$ cat src/rtl/tendon_spike_encoder.sv
// Float force -> Q16.16 rate integrator emitting per-step spike counts and per-frame totals.
// Latency: step outputs and frame total 1 cycle after the step; the one-deep frame buffer drops new totals when full and unaccepted.
module tendon_spike_encoder #(
    parameter int unsigned FRAME_LEN  = 1024,
    parameter int unsigned GAIN_SHIFT = 0
) (
    input  logic        clk,
    input  logic        reset,
    input  logic [31:0] f_force,
    input  logic        i_step,
    input  logic        i_enable,
    input  logic        i_clear,
    input  logic        i_ready,
    output logic        o_spike,
    output logic [15:0] o_step_spikes,
    output logic [31:0] o_spike_cnt,
    output logic        o_valid,
    output logic        o_overrun
);

    localparam logic [15:0] LAST_STEP = 16'(FRAME_LEN - 1);

    typedef enum logic {BUF_EMPTY, BUF_FULL} buf_state_t;

    buf_state_t  state_q, state_d;
    logic [15:0] frac_q, frac_d;
    logic [31:0] acc_q, acc_d;
    logic [15:0] step_cnt_q, step_cnt_d;
    logic [15:0] step_spk_q, step_spk_d;
    logic        spike_q, spike_d;
    logic [31:0] frame_cnt_q, frame_cnt_d;
    logic        overrun_q, overrun_d;

    logic        f_sign;
    logic [7:0]  f_exp;
    logic [23:0] f_mant;
    logic [31:0] conv;
    logic [31:0] rate;
    logic [32:0] sum;
    logic [15:0] step_spk;
    logic [32:0] acc_sum;
    logic [31:0] acc_sat;
    logic        counted;
    logic        frame_end;

    assign f_sign = f_force[31];
    assign f_exp  = f_force[30:23];
    assign f_mant = {1'b1, f_force[22:0]};

    // Value in Q16.16 is mant24 * 2^(exp-134); exp >= 143 means value >= 2^16.
    always_comb begin
        conv = '0;
        if (f_sign || f_exp == 8'd0 || (f_exp == 8'hFF && f_force[22:0] != 23'd0)) begin
            conv = '0;
        end else if (f_exp >= 8'd143) begin
            conv = '1;
        end else if (f_exp >= 8'd134) begin
            conv = {8'd0, f_mant} << (f_exp - 8'd134);
        end else if (f_exp > 8'd110) begin
            conv = {8'd0, f_mant} >> (8'd134 - f_exp);
        end
    end

    assign rate      = conv >> GAIN_SHIFT;
    assign sum       = {17'd0, frac_q} + {1'b0, rate};
    assign step_spk  = sum[32] ? 16'hFFFF : sum[31:16];
    assign acc_sum   = {1'b0, acc_q} + {17'd0, step_spk};
    assign acc_sat   = acc_sum[32] ? 32'hFFFF_FFFF : acc_sum[31:0];
    assign counted   = i_step & i_enable & ~i_clear;
    assign frame_end = counted && (step_cnt_q == LAST_STEP);

    always_comb begin
        state_d     = state_q;
        frac_d      = frac_q;
        acc_d       = acc_q;
        step_cnt_d  = step_cnt_q;
        step_spk_d  = step_spk_q;
        spike_d     = 1'b0;
        frame_cnt_d = frame_cnt_q;
        overrun_d   = overrun_q;

        if (i_clear) begin
            frac_d     = '0;
            acc_d      = '0;
            step_cnt_d = '0;
            step_spk_d = '0;
            overrun_d  = 1'b0;
        end else if (counted) begin
            frac_d     = sum[15:0];
            step_spk_d = step_spk;
            spike_d    = (step_spk != 16'd0);
            if (frame_end) begin
                step_cnt_d = '0;
                acc_d      = '0;
            end else begin
                step_cnt_d = step_cnt_q + 16'd1;
                acc_d      = acc_sat;
            end
        end

        // Frame end only happens on a counted step, so it never races i_clear on overrun.
        case (state_q)
            BUF_EMPTY: begin
                if (frame_end) begin
                    state_d     = BUF_FULL;
                    frame_cnt_d = acc_sat;
                end
            end
            BUF_FULL: begin
                if (frame_end) begin
                    if (i_ready) frame_cnt_d = acc_sat;
                    else         overrun_d   = 1'b1;
                end else if (i_ready) begin
                    state_d = BUF_EMPTY;
                end
            end
            default: state_d = BUF_EMPTY;
        endcase
    end

    always_ff @(posedge clk or negedge reset) begin
        if (!reset) begin
            state_q     <= BUF_EMPTY;
            frac_q      <= '0;
            acc_q       <= '0;
            step_cnt_q  <= '0;
            step_spk_q  <= '0;
            spike_q     <= 1'b0;
            frame_cnt_q <= '0;
            overrun_q   <= 1'b0;
        end else begin
            state_q     <= state_d;
            frac_q      <= frac_d;
            acc_q       <= acc_d;
            step_cnt_q  <= step_cnt_d;
            step_spk_q  <= step_spk_d;
            spike_q     <= spike_d;
            frame_cnt_q <= frame_cnt_d;
            overrun_q   <= overrun_d;
        end
    end

    assign o_spike       = spike_q;
    assign o_step_spikes = step_spk_q;
    assign o_spike_cnt   = frame_cnt_q;
    assign o_valid       = (state_q == BUF_FULL);
    assign o_overrun     = overrun_q;

endmodule

$ cat config.mk
export PLATFORM = sky130hd
export DESIGN_NAME = tendon_spike_encoder
export DESIGN_NICKNAME = d
export VERILOG_FILES = /design/src/rtl/tendon_spike_encoder.sv
export SDC_FILE = /design/constraint.sdc
export NUM_CORES = 1
export LEC_CHECK = 0
export ABC_CLOCK_PERIOD_IN_PS = 6700
export BUFFER_PORTS_ARGS = -buffer_cell sky130_fd_sc_hd__buf_2
export CORE_ASPECT_RATIO = 0.8
export CORE_UTILIZATION = 50
export DETAILED_ROUTE_END_ITERATION = 12
export PLACE_DENSITY_LB_ADDON = 0.12
export SLEW_MARGIN = 20
export SYNTH_ARGS = -nofsm -noshare
export SYNTH_HDL_FRONTEND = slang
export SYNTH_SLANG_ARGS = --single-unit
$ cat constraint.sdc
create_clock -name clk -period 6.7 [get_ports clk]
set_input_delay 0 -clock clk [delete_from_list [all_inputs] [get_ports clk]]
set_output_delay 0 -clock clk [all_outputs]
set_load 0.02 [all_outputs]
==> results of run 1 <==
state kept, by name, indices dropped and copies added, names as in the netlist:
signal / cells
o_step_spikes: 16
o_valid: 1
o_spike_cnt: 32
o_overrun: 1
frac_q: 16
step_cnt_q: 16
acc_q: 32
o_spike: 1
final timing paths:
kind                                      start          endpoint  slack, ns
worst min-delay path                      reset          acc_q[7]       0.11
worst min register to register  o_spike_cnt[28]   o_spike_cnt[28]       0.47
max in group asynchronous                 reset  o_step_spikes[3]       5.23
min in group clk                       i_enable         frac_q[4]       0.14
worst max-delay path                f_force[24]          acc_q[6]       0.23
worst max register to register        frac_q[0]          acc_q[6]       1.46
cells by family after synthesis:
logic type	count (synthesis)	share of synthesized area, %
simple gates	515	22.8
flops	115	27.2
fa+ha+maj	40	4.87
xor+xnor	54	4.79
mux	79	11.2
compound gates	399	24.1
buf+inv	112	5.07
stage by stage:
stage	power, mW	std cells
finish	2.41	1853
global route	2.50	1853
CTS	2.38	1837
detailed placement	1.40	1805
global placement	1.39	1805
floorplan	1.13	1314
layout make-up:
cell class	count	area, um^2	share of cell area [%]
Clock buffer	21	470	3.44
Clock inverter	9	154	1.12
Inverter	30	120	0.877
Multi-Input combinational cell	1087	7450	54.4
Sequential cell	115	2880	21.0
Tap cell	269	337	2.46
Timing Repair Buffer	322	2290	16.7
metal layers:
layer | global-route usage (%) | share of wire [%] | wire length [um] | vias to the layer above
met5 | 0 | 0 | 0 | -
met4 | 7.03 | 1.2 | 467 | 0
met3 | 9.66 | 11 | 4220 | 50
met2 | 48.4 | 41 | 15300 | 572
met1 | 53.7 | 47 | 17400 | 5468
li1 | - | - | - | 5360
placed cells by master, fill, tap and decap left out, drive strengths merged, types with 12 or more instances in the layout:
master / count
nor2: 150
clkbuf: 21
o21ai: 116
nand3: 38
and3: 15
dfrtp: 115
nand2: 179
xnor2: 37
a21o: 13
nor3: 36
mux4: 30
nand2b: 14
buf: 320
mux2i: 30
a21oi: 114
mux2: 19
ha: 38
xor2: 17
inv: 30
a211oi: 18
nor4: 16
a31oi: 24
nand4: 12
power groups by stage:
| stage | Clock (mW) | Sequential [mW] | Combinational (mW) |
|---|---|---|---|
| after global placement | 0 | 0.732 | 0.663 |
| final | 0.979 | 0.720 | 0.710 |
| after detailed placement | 0 | 0.732 | 0.667 |
| after floorplan | 0 | 0.735 | 0.396 |
| after CTS | 0.984 | 0.720 | 0.674 |
| after global routing | 1.02 | 0.721 | 0.759 |
timing repair:
item	CTS	global route
hold buffers	2	0
endpoints found under the setup margin	0	64
buffers inserted	0	15
gates resized for setup	0	52
endpoints found under the hold margin	43	0
critical path, delay by kind of cell:
kind / cells / cell delay (ns)
adder cells (fa/ha/maj): 3 / 0.68
AO/OA/AOI/OAI: 15 / 2.96
AND/OR/NAND/NOR: 10 / 1.71
buffers and inverters: 8 / 1.39
==> results.cfg, run 1 <==
[synth]
yosys_register_bits = 115
synth.top_cell.area_share_pct = 27.2
yosysSeqAreaShare_pct = 27.2
synth_most_common_cell = nand2_1
synth_edf_count = 0
synthesis.area_um2 = 10600
yosys-top-cells-area = dfrtp_1, mux4_2, nand2_1
yosys_warnings = 0
syn_nets = 1392
ys_top_cells_by_count = nand2_1, nor2_1, dfrtp_1
synth_top_flop_cell = dfrtp_1
netlist_instances = 1314
synth_top_area_cell = dfrtp_1
yosysUniqueCellTypes = 93
synth_area_per_cell_um2 = 8.06
async_flop_share_pct = 100

[route]
routed-via-count = 11450
antenna_left = 0
dr.pass1.iters = 5
drt_wl_total_um = 37400
drt_iter0_drc = 1298
wl_per_cell_um = 20.2
vias_per_cell = 6.18
drcViolationCount = 0

[power_and_ir_drop]
p_clk_share_pct = 40.6
share_comb_of_total_power_pct = 29.5
p_int_mw = 1.65
power_density_nw_per_um2 = 176
pwr-share-seq_pct = 29.9
power.switching_mw = 0.756
ir_drop_mv = 0.156
swShare_pct = 31.4
p_leak_nw = 6.23

[grt]
grt_pass1_wl_um = 58900
grt.total_usage_pct = 35.0
overflow = 0
antenna_found_initial = 0
grt_pass1_vias = 10836
grt_max_degree = 75

[critical_path]
r2r_cells = 26
worstPathArrival_ns = 6.79
start_kind = input port
criticalPathCategory = in -> reg
cp_slowest_cell = or4_1
cpMostUsedCell = buf_4
endpoint_kind = flop
required_ns = 7.02
crit_fanout = 26
max_stage_delay_ns = 0.52

[cells_and_area]
num_antenna_cells = 0
final_nets = 1651
area_delta_synth_final_pct = 29.3
design_area_um2 = 13700
fin_util_pct = 66.2
drive_gt1_share_pct = 30.6
fill_cells = 1776

[outcome]
status = completed

[floorplan]
core_area_um2 = 20700
die_w_um = 165
start_util_pct = 51.2
top_level_ports = 89
die_h_um = 132
dieArea_um2 = 21800
rows = 47

[sta]
slew_headroom_pct = 37.4
report.final.slew_viol_count = 0
tns_ns = 0
hold_violations = 0
worst_slack_ns = 0.234
tightest_slew_ns = 0.940
fin_crit_ns = 6.47
clock-skew-final_ns = 0.0110
fmax_mhz = 155
hold_ws_ns = 0.108
finalCritPeriodShare_pct = 96.5
setup_viol = 0

[job]
maxCapViolCount = 0

[placement]
post-place-ws_ns = -0.364
dpl_cell_area_um2 = 12800
port_buffers = 88
gp_congestion = 1.00
dp_hpwl_um = 27700

[clock_tree]
h-tree-depth = 4
cts_num_sinks = 115
cts_tree = built
numCtsBuffers = 17
cts_root_buf = clkbuf_16
clk_pin_slew_ns = 0.06
clockBufferDepth = 2
clkLatencyLatePin_ns = 0.42

[min_path]
hp-class = in -> async
(Power assumes the default switching activity.)
==> run 2: changes to the inputs <==
==> constraint.sdc (replaced) <==
create_clock -name clk -period 6.7 [get_ports clk]
set_input_delay 0.335 -clock clk [delete_from_list [all_inputs] [get_ports clk]]
set_output_delay 0.335 -clock clk [all_outputs]
set_load 0.02 [all_outputs]
==> run 2 against run 1 <==
  * Routed wire length increased by 6.9%
  * Via count increased by 5.1%
  * Final area increased by 7.7%
  * Power increased by 4.3%
  * Cell count increased by 4.9%
==> results.cfg, run 2 (synthesis results as in run 1) <==
[cells_and_area]
fill_cells = 1645
final_cells = 1943
num_antenna_cells = 0
mostFrequentLayoutCell = buf_4
final_nets = 1740
final_cell_mix = buf_4, nand2_1, nor2_1
area_delta_synth_final_pct = 39.3
drive_gt1_share_pct = 37.0

[sta]
fin_crit_ns = 6.57
hold_violations = 0
hold_ws_ns = 0.259
fmax_mhz = 152
slew_headroom_pct = 37.2
worst_slack_ns = 0.133
tns_ns = 0
tightest_slew_ns = 0.942
report.final.slew_viol_count = 0
setup_viol = 0
clock-skew-final_ns = 0.0119
finalCritPeriodShare_pct = 98.0

[grt]
grt_pass1_vias = 11087
grt_max_degree = 74
grt_pass1_wl_um = 61800
grt.total_usage_pct = 36.8
overflow = 0
antenna_found_initial = 0

[critical_path]
max_stage_delay_ns = 0.48
worstPathArrival_ns = 6.87
required_ns = 7.01
start_kind = input port
cp_slowest_cell = a311o_2
endpoint_kind = flop
crit_fanout = 23
criticalPathCategory = in -> reg
cp_top_family = compound AO/OA/AOI/OAI gates
path_buf_inv = 8

[power_and_ir_drop]
swShare_pct = 32.7
pwr-share-seq_pct = 28.7
power_density_nw_per_um2 = 170
p_leak_nw = 6.77
share_comb_of_total_power_pct = 31.8
power.switching_mw = 0.821
ir_drop_mv = 0.143
p_clk_share_pct = 39.5
p_int_mw = 1.69

[route]
dr.pass1.iters = 8
met3_length_um = 4450
drt_wl_total_um = 40000
wl_met1_um = 18600
drcViolationCount = 0
drt_iter0_drc = 1433
antenna_left = 0
vias_per_cell = 6.19
wl_per_cell_um = 20.6
topRoutingLayerUsed = met4
dr_wl_met2_um = 16500
routed-via-count = 12031

[placement]
gp_congestion = 1.02
post-place-ws_ns = -0.805
port_buffers = 88
dp_hpwl_um = 29400
placed_cells = 1875

[floorplan]
die_w_um = 165
rows = 47
top_level_ports = 89
start_util_pct = 51.2
die_h_um = 132
core_area_um2 = 20700
dieArea_um2 = 21800

[clock_tree]
cts_num_sinks = 115
clk_pin_slew_ns = 0.06
clkLatencyLatePin_ns = 0.42
clockBufferDepth = 2
numCtsBuffers = 17
cts_tree = built
cts_root_buf = clkbuf_16
h-tree-depth = 4

[job]
maxCapViolCount = 0

[min_path]
hp-class = in -> reg

[outcome]
status = completed
==> run 2: changes by cell type in the layout (fill, tap and decap cells not counted), sizes merged <==
cell         delta
clkinvlp        +1
clkinv          +2
clkbuf          -4
dlygate4sd3     -1
buf            +90
inv             +2
==> run 2: what timing repair did <==
action	4_1_cts	5_1_grt
setup endpoints to repair	64	64
gates cloned	1	1
pin swaps	20	54
endpoints found under the hold margin	42	0
setup buffers	14	23
gates resized for setup	37	94
hold buffers	1	0
==> run 2: stage by stage <==
step | area [um^2] | utilization [%] | total power, mW
after floorplan | 10800 | - | 1.13
after global placement | 13300 | 64.2 | 1.45
after detailed placement | 13300 | 64.2 | 1.45
after CTS | 14200 | 68.5 | 2.46
after global routing | 14700 | 71.3 | 2.60
final | 14700 | 71.3 | 2.51
==> run 2: power by group through the flow <==
stage / Sequential (mW) / Clock, mW / Combinational [mW]
after floorplan: 0.735 / 0 / 0.396
after global placement: 0.732 / 0 / 0.719
after detailed placement: 0.732 / 0 / 0.720
after CTS: 0.720 / 1.00 / 0.737
after global routing: 0.721 / 1.03 / 0.851
final: 0.720 / 0.992 / 0.799
==> run 2: worst register-to-register path, delay by kind of cell (launching register included) <==
| kind | cells | cell delay (ns) |
|---|---|---|
| compound gates | 14 | 2.70 |
| xor+xnor | 1 | 0.18 |
| fa+ha+maj | 3 | 0.71 |
| buf+inv | 3 | 0.23 |
| flops | 1 | 0.39 |
| simple gates | 5 | 0.87 |
==> run 2: worst paths after layout <==
path | slack (ns) | start | to | depth (start not counted)
worst max register to register | 1.50 | frac_q[0] | o_spike_cnt[25] | 26
worst min-delay path | 0.26 | i_ready | o_valid | 3
max in group asynchronous | 4.91 | reset | frac_q[8] | 3
worst max-delay path | 0.13 | f_force[23] | o_spike_cnt[25] | 36
worst min register to register | 0.46 | o_spike_cnt[28] | o_spike_cnt[28] | 2
min in group asynchronous | 0.44 | reset | o_spike_cnt[9] | 2
==> run 2: cell type report <==
type | instances | area (um^2) | share of cell area (%)
clock inverter | 14 | 204 | 1.38
sequential | 115 | 2880 | 19.5
tap | 269 | 337 | 2.28
inverter | 30 | 123 | 0.831
multi-input combinational | 1087 | 7760 | 52.6
timing repair buffer | 411 | 3020 | 20.5
clock buffer | 17 | 425 | 2.88
==> run 2: layer usage <==
metal  track usage [%]  up-vias
met4              6.73        0
met1              59.6     5781
met3              6.45       44
met2              50.4      666
li1                  -     5540
met5                 0        -
